File: src/rtl/riscv_pkg.sv
// Shared RV32 definitions used by the fetch front-end and the decode stage.
package riscv_pkg;

    localparam int XLEN = 32;
    localparam logic [XLEN-1:0] INSTR_NOP = 32'h0000_0013;

    typedef struct packed {
        logic [XLEN-1:0] pc;
        logic [XLEN-1:0] instr;
    } fetch_entry_t;

endpackage

File: src/rtl/fetch_fifo.sv
// Synchronous FIFO of fetch entries; flush beats push and pop in the same cycle.
module fetch_fifo
    import riscv_pkg::*;
#(
    parameter  int DEPTH = 4,
    localparam int AW    = $clog2(DEPTH),
    localparam int CW    = $clog2(DEPTH + 1)
) (
    input  logic          clk,
    input  logic          reset,
    input  logic          push,
    input  logic          pop,
    input  logic          flush,
    input  fetch_entry_t  push_data,
    output fetch_entry_t  head,
    output logic [CW-1:0] count,
    output logic          empty,
    output logic          full
);

    fetch_entry_t  mem_q [DEPTH];
    logic [AW-1:0] rd_ptr_q, wr_ptr_q;
    logic [CW-1:0] count_q;
    logic          do_push, do_pop;

    assign empty   = (count_q == '0);
    assign full    = (count_q == CW'(DEPTH));
    assign do_pop  = pop && !empty;
    assign do_push = push && !full;
    assign head    = mem_q[rd_ptr_q];
    assign count   = count_q;

    // Pointers wrap naturally because DEPTH is a power of two.
    always_ff @(posedge clk) begin
        if (reset || flush) begin
            rd_ptr_q <= '0;
            wr_ptr_q <= '0;
            count_q  <= '0;
        end else begin
            if (do_push) begin
                mem_q[wr_ptr_q] <= push_data;
                wr_ptr_q        <= wr_ptr_q + AW'(1);
            end
            if (do_pop)
                rd_ptr_q <= rd_ptr_q + AW'(1);
            case ({do_push, do_pop})
                2'b10:   count_q <= count_q + CW'(1);
                2'b01:   count_q <= count_q - CW'(1);
                default: count_q <= count_q;
            endcase
        end
    end

endmodule

File: src/rtl/ifetch_prefetch_unit.sv
// Credit-based instruction prefetcher with redirect flush and response discard.
// Optional IFETCH_PERF_CNT_EN adds perf_fetched / perf_flushed counters.
module ifetch_prefetch_unit
    import riscv_pkg::*;
#(
    parameter int          DEPTH    = 4,
    parameter logic [31:0] RESET_PC = 32'h0000_0000
) (
    input  logic        clk,
    input  logic        reset,
    output logic        mem_req_valid,
    input  logic        mem_req_ready,
    output logic [31:0] mem_req_addr,
    input  logic        mem_rsp_valid,
    input  logic [31:0] mem_rsp_data,
    input  logic        redirect_valid,
    input  logic [31:0] redirect_pc,
    output logic        out_valid,
    input  logic        out_ready,
    output logic [31:0] out_instr,
    output logic [31:0] out_pc
`ifdef IFETCH_PERF_CNT_EN
    ,
    output logic [31:0] perf_fetched,
    output logic [31:0] perf_flushed
`endif
);

    localparam int CW = $clog2(DEPTH + 1);

    logic [31:0]   fetch_pc_q, rsp_pc_q, redirect_tgt;
    logic [CW-1:0] outstanding_q, outstanding_d, discard_q, discard_d;
    logic [CW-1:0] fifo_count;
    logic          fifo_empty, fifo_full;
    fetch_entry_t  fifo_head, push_entry;
    logic          req_fire, rsp_ok, rsp_drop, rsp_push, out_pop;

    assign redirect_tgt  = redirect_pc & 32'hFFFF_FFFC;
    assign mem_req_valid = !reset && !redirect_valid &&
                           (({1'b0, outstanding_q} + {1'b0, fifo_count}) < (CW+1)'(DEPTH));
    assign mem_req_addr  = fetch_pc_q;

    assign req_fire = mem_req_valid && mem_req_ready;
    assign rsp_ok   = mem_rsp_valid && (outstanding_q != '0);
    assign rsp_drop = rsp_ok && (discard_q != '0);
    assign rsp_push = rsp_ok && (discard_q == '0);

    assign out_valid = !reset && !fifo_empty;
    assign out_pop   = out_valid && out_ready;
    assign out_instr = out_valid ? fifo_head.instr : '0;
    assign out_pc    = out_valid ? fifo_head.pc    : '0;

    assign push_entry.pc    = rsp_pc_q;
    assign push_entry.instr = mem_rsp_data;

    fetch_fifo #(.DEPTH(DEPTH)) u_fifo (
        .clk       (clk),
        .reset     (reset),
        .push      (rsp_push),
        .pop       (out_pop),
        .flush     (redirect_valid),
        .push_data (push_entry),
        .head      (fifo_head),
        .count     (fifo_count),
        .empty     (fifo_empty),
        .full      (fifo_full)
    );

    // Every response still owed at a redirect belongs to the old stream.
    always_comb begin
        outstanding_d = outstanding_q;
        if (req_fire && !rsp_ok)
            outstanding_d = outstanding_q + CW'(1);
        else if (!req_fire && rsp_ok)
            outstanding_d = outstanding_q - CW'(1);
        discard_d = discard_q;
        if (rsp_drop)
            discard_d = discard_q - CW'(1);
        if (redirect_valid)
            discard_d = outstanding_d;
    end

    always_ff @(posedge clk) begin
        if (reset) begin
            fetch_pc_q    <= RESET_PC & 32'hFFFF_FFFC;
            rsp_pc_q      <= RESET_PC & 32'hFFFF_FFFC;
            outstanding_q <= '0;
            discard_q     <= '0;
        end else begin
            outstanding_q <= outstanding_d;
            discard_q     <= discard_d;
            if (redirect_valid) begin
                fetch_pc_q <= redirect_tgt;
                rsp_pc_q   <= redirect_tgt;
            end else begin
                if (req_fire)
                    fetch_pc_q <= fetch_pc_q + 32'd4;
                if (rsp_push)
                    rsp_pc_q <= rsp_pc_q + 32'd4;
            end
            assert (!(mem_rsp_valid && outstanding_q == '0));
            assert (!(rsp_push && fifo_full && !out_pop));
        end
    end

`ifdef IFETCH_PERF_CNT_EN
    logic [31:0] perf_fetched_q, perf_flushed_q;

    always_ff @(posedge clk) begin
        if (reset) begin
            perf_fetched_q <= '0;
            perf_flushed_q <= '0;
        end else begin
            if (out_pop && !redirect_valid)
                perf_fetched_q <= perf_fetched_q + 32'd1;
            if (redirect_valid)
                perf_flushed_q <= perf_flushed_q + 32'(fifo_count) + 32'(rsp_push) + 32'(rsp_drop);
            else if (rsp_drop)
                perf_flushed_q <= perf_flushed_q + 32'd1;
        end
    end

    assign perf_fetched = perf_fetched_q;
    assign perf_flushed = perf_flushed_q;
`endif

endmodule
File: config.mk
export PLATFORM = sky130hd
export DESIGN_NAME = ifetch_prefetch_unit
export DESIGN_NICKNAME = d
export VERILOG_FILES = /design/src/rtl/riscv_pkg.sv /design/src/rtl/fetch_fifo.sv /design/src/rtl/ifetch_prefetch_unit.sv
export SDC_FILE = /design/constraint.sdc
export NUM_CORES = 1
export LEC_CHECK = 0
export ABC_CLOCK_PERIOD_IN_PS = 11900
export CORE_ASPECT_RATIO = 0.9
export CORE_MARGIN = 2
export CORE_UTILIZATION = 35
export CTS_BUF_LIST = sky130_fd_sc_hd__clkbuf_8 sky130_fd_sc_hd__clkbuf_16
export DETAILED_ROUTE_END_ITERATION = 8
export GPL_TIMING_DRIVEN = 0
export PLACE_DENSITY = 0.65
export SLEW_MARGIN = 40
export SYNTH_ARGS = -nofsm -noshare
export SYNTH_HDL_FRONTEND = slang
export SYNTH_SLANG_ARGS = --single-unit
File: constraint.sdc
create_clock -name clk -period 11.9 [get_ports clk]
set_input_delay 1.19 -clock clk [delete_from_list [all_inputs] [get_ports clk]]
set_output_delay 1.19 -clock clk [all_outputs]
set_load 0.01 [all_outputs]
### Word level (Yosys, flattened, before mapping)

Memories as Yosys holds them, arrays and structs flattened. A register that Yosys moved wholly into a read port is not among the register bits.
Index checks and enable logic that the tools add are counted.

| operators by class | value |
|---|---|
| $add $sub $neg | 10 |
| order comparisons | 1 |
| eq/ne operators | 3 |
| mux-type cells | 16 |
| reduce and logical (&&, ||, !) cells | 28 |

Operator list:

| cell | number |
|---|---|
| 32-bit two-way mux | 6 |
| 32-bit by 3-bit adder with 32-bit output, second input constant | 2 |
| 1-bit logical AND | 12 |
| 3-bit two-way mux | 4 |
| 3-bit by 1-bit subtractor with 3-bit output, second input constant | 3 |
| 2-bit nonzero test | 4 |
| 3-bit by 1-bit adder with 3-bit output, second input constant | 2 |
| 1-bit zero test | 6 |
| 3-bit zero test | 2 |
| 3-bit case mux with 2 select lines | 1 |
| 3-bit nonzero test | 2 |
| 2-bit by 1-bit adder with 2-bit output, second input constant | 2 |
| 3-bit by 3-bit adder with 4-bit output | 1 |
| 4-bit by 3-bit less-than comparator with 1-bit output, second input constant | 1 |
| 2-bit two-way mux | 2 |
| 3-bit equality test, second input constant | 1 |
| 1-bit two-way mux | 3 |
| 2-bit by 1-bit equality test with 1-bit output, second input constant | 1 |
| 2-bit equality test, second input constant | 1 |
| 2-bit OR reduction | 1 |
| 1-bit logical OR | 1 |

| word-level totals | value |
|---|---|
| bits in registers | 77 |
| memory bits (writable) | 256 |
| bits of input ports | 70 |
| output and inout bits | 98 |
| memories | 1 |

Memory list:

| memory | depth | bits a word | read ports | clocked after memory_dff | wr ports | line | source |
|---|---|---|---|---|---|---|---|
| u_fifo.mem_q | 4 | 64 | 1 | 1 | 1 | fetch_fifo.sv:21 | `fetch_entry_t mem_q [DEPTH];` |

### Depth between registers and ports, before layout

| depth | value |
|---|---|
| depth after elaboration | 9 |
| gate-level depth with buffers | 13 |

### Cells and area by module

A second synthesis with hierarchy kept.

| second synthesis, totals | value |
|---|---|
| cells, all modules | 914 |
| area, all modules | 13,908.3 µm² |

Modules (own cells, without submodules):

| module | instances | cells each | area each (µm²) |
|---|---|---|---|
| fetch_fifo | 1 | 389 | 9,691.8 |
| ifetch_prefetch_unit | 1 | 525 | 4,216.5 |

### Least setup slack after synthesis

OpenSTA, ideal clock, no wires.

| timing | value |
|---|---|
| path type | input to register |
| from | input mem_rsp_valid |
| to | memory u_fifo.mem_q[0][0] (netlist bit), enable pin |
| data arrival time | 3,723 ps |
| path slack | 7,750 ps |
| stages on the path | 4 |
| buffers on the path | 1 |
| cells stage by stage | and4bb_1 > clkbuf_1 > a21boi_1 > and3_1 |

| between the ends | value |
|---|---|
| cells in the longest elaborated chain, start to end | 6 |

Ends and longest elaborated chain:

| what | line | source |
|---|---|---|
| from (decl) | ifetch_prefetch_unit.sv:14 | `input logic mem_rsp_valid,` |
| 1-bit logical AND | ifetch_prefetch_unit.sv:44 | `assign rsp_ok = mem_rsp_valid && (outstanding_q != '0);` |
| 1-bit logical AND | ifetch_prefetch_unit.sv:46 | `assign rsp_push = rsp_ok && (discard_q == '0);` |
| 1-bit logical AND | fetch_fifo.sv:29 | `assign do_push = push && !full;` |
| 1-bit two-way mux | fetch_fifo.sv:40 | `if (do_push) begin` |
| 1-bit two-way mux | fetch_fifo.sv:35 | `if (reset \|\| flush) begin` |
| 1-bit two-way mux (not written as such) | fetch_fifo.sv:41 | `mem_q[wr_ptr_q] <= push_data;` |
| to (decl) | fetch_fifo.sv:21 |  |

Every way passes these cells.

### Worst setup path after layout

| timing | value |
|---|---|
| from | input reset |
| to | output out_instr[27] |

| between the ends | value |
|---|---|
| cells in the longest elaborated chain, start to end | 3 |

Ends and longest elaborated chain:

| what | line | source |
|---|---|---|
| from (decl) | ifetch_prefetch_unit.sv:10 | `input logic reset,` |
| 1-bit zero test | ifetch_prefetch_unit.sv:48 | `assign out_valid = !reset && !fifo_empty;` |
| 1-bit logical AND | ifetch_prefetch_unit.sv:48 |  |
| 32-bit two-way mux | ifetch_prefetch_unit.sv:50 | `assign out_instr = out_valid ? fifo_head.instr : '0;` |
| to (decl) | ifetch_prefetch_unit.sv:20 | `output logic [31:0] out_instr,` |

Every way passes these cells.

==> flow_summary.ini <==
[yosys]
post_synth_num_cell_types = 61
synth_cells = 929
synth_edf_count = 248
avgSynthCellArea_sq_um = 14.7
ys_seq_elements = 323
yosysWarnings = 0
synth-seq-area-share_pct = 65.5
syn_area_sq_um = 13700
async_flop_share_pct = 0
ys.flop_type = edfxtp_1

[worst_setup_path]
worstPathRequired_ns = 10.71
r2r_start = outstanding_q[0]$_SDFF_PP0_
r2r-end = u_fifo.mem_q[2][3]$_DFFE_PP_
reg2reg_slack_ns = 8.39
path_class = input port to primary output
r2r_cells = 8
startpoint = reset
endpoint = out_instr[27]
cp_data_arrival_time_ns = 4.26
worstSetupStartpointType = input port
crit_fanout = 10
cp-end-kind = primary output

[final_layout]
antennaDiodeCount = 0
final_common_cell = edfxtp_1
final_cells = 1684
nets = 1219
syn2layout_area_growth_pct = 25.6
post-route-util_pct = 44.6
layout-drive-gt1-share_pct = 13.1
layout.cells.most_common_list = 248 x edfxtp_1, 161 x clkdlybuf4s50_1, 75 x dfxtp_1, 68 x and2_1, 62 x mux4_2

[clock_network]
clk_path_buf_depth = 3
post_cts_buffers = 0
cts_sinks = 323
cts_buffers = 35
path_clk_slew_ns = 0.06
cts_max_level = 2
cts_tree = yes
cts-root-buf = clkbuf_16
cts_resized = 0
cts_hold_buf = 0
worstSkewPairLatency_ns = 0.51

[flow_run]
maxCapViolCount = 0

[timing]
min_period_over_period_pct = 45.8
grt_setup_unrepaired = false
worstMarginPinSlew_ns = 0.700
finalCriticalPeriod_ns = 5.45
finalWorstSetupSlack_ns = 6.45
hold_slack_ns = 0.526
setup_viol = 0
skew_ns = 0.0266
max_freq_mhz = 184
final_hold_viol_count = 0
slew_headroom_pct = 53.4
final_max_slew_viol_count = 0
tns_ns = 0

[global_routing]
grt_overflow = 0
grt_first_pass_wirelength_mm = 48.5
grt_max_degree = 34
grt_pass1_vias = 8333
antenna_found_initial = 0
track_usage_pct = 15.6

[min_path]
whs_path_depth = 2
hold_path.class = flip-flop to flip-flop

[detailed_routing]
vias_per_cell = 5.07
drt-initial-drc-count = 751
wire_per_inst_um = 18.9
drc_errors = 0
firstDrtPassIters = 5
via_count = 8545
wl_mm = 31.8
ant_nets = 0

[placed_design]
io_buffers = 161
gp_congestion = 0.906
dp_hpwl_mm = 21.8
pre_cts_ws_ns = 6.37
placed_cells = 1622

[power_and_ir_drop]
pwr_density_cell_nw_per_um2 = 151
ir_drop_mv = 0.0903
p_leak_nw = 5.49

[floorplanning]
dieArea_sq_um = 40600
start_util_pct = 35.5
die_h_um = 191
die_w_um = 212
num_rows = 68
core-area_sq_um = 38500
io_pins = 168

[outcome]
status = completed
==> synthesized netlist by cell type (5+ instances only) <==
| library cell | instances | area (sq um) |
|---|---|---|
| a211oi_1 | 21 | 158 |
| a21oi_1 | 25 | 125 |
| a31oi_1 | 24 | 150 |
| and2_1 | 68 | 425 |
| and3_1 | 9 | 56.3 |
| buf_2 | 12 | 60.1 |
| clkbuf_1 | 36 | 135 |
| dfxtp_1 | 75 | 1500 |
| edfxtp_1 | 248 | 7450 |
| ha_1 | 14 | 175 |
| inv_1 | 24 | 90.1 |
| mux2i_1 | 5 | 50.1 |
| mux4_2 | 62 | 1400 |
| nand2_1 | 46 | 173 |
| nand3_1 | 24 | 120 |
| nand4_1 | 19 | 119 |
| nor2_1 | 50 | 188 |
| nor3_1 | 16 | 80.1 |
| nor4_1 | 12 | 75.1 |
| o211ai_1 | 9 | 67.6 |
| o21ai_0 | 16 | 80.1 |
| or3_1 | 14 | 87.6 |
| xnor2_1 | 32 | 280 |
| xor2_1 | 7 | 61.3 |
==> critical path, stage by stage <==
cell and delay, ns:
clkdlybuf4s50_1 0.44, clkbuf_1 0.34, nor2_1 0.47, clkbuf_1 0.57, clkbuf_1 0.46, and2_1 0.21, clkdlybuf4s50_1 0.56
==> per-layer routing <==
layer	global-route usage (%)	wire, um	vias up
met1	22.5	14600	4187
met3	2.99	2410	42
met4	3.52	534	0
li1	-	-	3972
met2	24.3	14300	344
met5	0	0	-
==> layout make-up <==
type                    instances  area [sq um]
clock inverters                23           173
fillers                      3477         21300
plain buffers                  59           300
inverters                      25          93.8
multi-input cells             525          4350
repair buffers                165          1690
well taps                     525           657
flip-flops and latches        323          8950
clock buffers                  39           942
==> through the flow <==
| stage | cell area (sq um) | power, mW |
|---|---|---|
| after floorplan | 13700 | 1.46 |
| after global placement | 15900 | 1.57 |
| after detailed placement | 16000 | 1.58 |
| after CTS | 17200 | 2.62 |
| after global routing | 17200 | 2.69 |
| final | 17200 | 2.59 |
==> flip-flops by register name, indices dropped and copies added (netlist names), named ones only <==
| signal | flops |
|---|---|
| rsp_pc_q | 30 |
| discard_q | 3 |
| u_fifo.wr_ptr_q | 2 |
| u_fifo.mem_q | 248 |
| u_fifo.count | 3 |
| mem_req_addr | 30 |
| outstanding_q | 3 |
| u_fifo.rd_ptr_q | 2 |
==> worst min path at each step <==
stage | from | to
after CTS | u_fifo.rd_ptr_q[1]$_SDFFE_PP0P_ | flip-flop
after global placement | u_fifo.rd_ptr_q[1]$_SDFFE_PP0P_ | u_fifo.rd_ptr_q[1]$_SDFFE_PP0P_
after floorplan | rsp_pc_q[31]$_SDFFE_PP0P_ | u_fifo.mem_q[0][63]$_DFFE_PP_
after global routing | mem_req_addr[31]$_SDFFE_PP0P_ | mem_req_addr[31]$_SDFFE_PP0P_
final | u_fifo.rd_ptr_q[1]$_SDFFE_PP0P_ | flip-flop
after detailed placement | mem_req_addr[31]$_SDFFE_PP0P_ | mem_req_addr[31]$_SDFFE_PP0P_
==> report_power, final <==
| group | switching [mW] | internal, mW | total [mW] | leakage (nW) |
|---|---|---|---|---|
| clock network | 0.424 | 0.613 | 1.04 | 0.579 |
| logic | 0.135 | 0.127 | 0.262 | 2.04 |
| registers | 0.0354 | 1.26 | 1.29 | 2.87 |
| total | 0.594 | 1.99 | 2.59 | 5.49 |
==> logic make-up after synthesis <==
family / after synthesis / share of synthesized area, %
DFF: 323 / 65.5
and+or+nand+nor: 282 / 11.4
AOI/OAI and AO/OA: 118 / 5.63
buffers and inverters: 84 / 2.89
muxes: 67 / 10.6
xor gates and xnor gates: 39 / 2.50
adders and majority gates: 15 / 1.43
other: 1 / 0.0275
(Power assumes the default switching activity.)
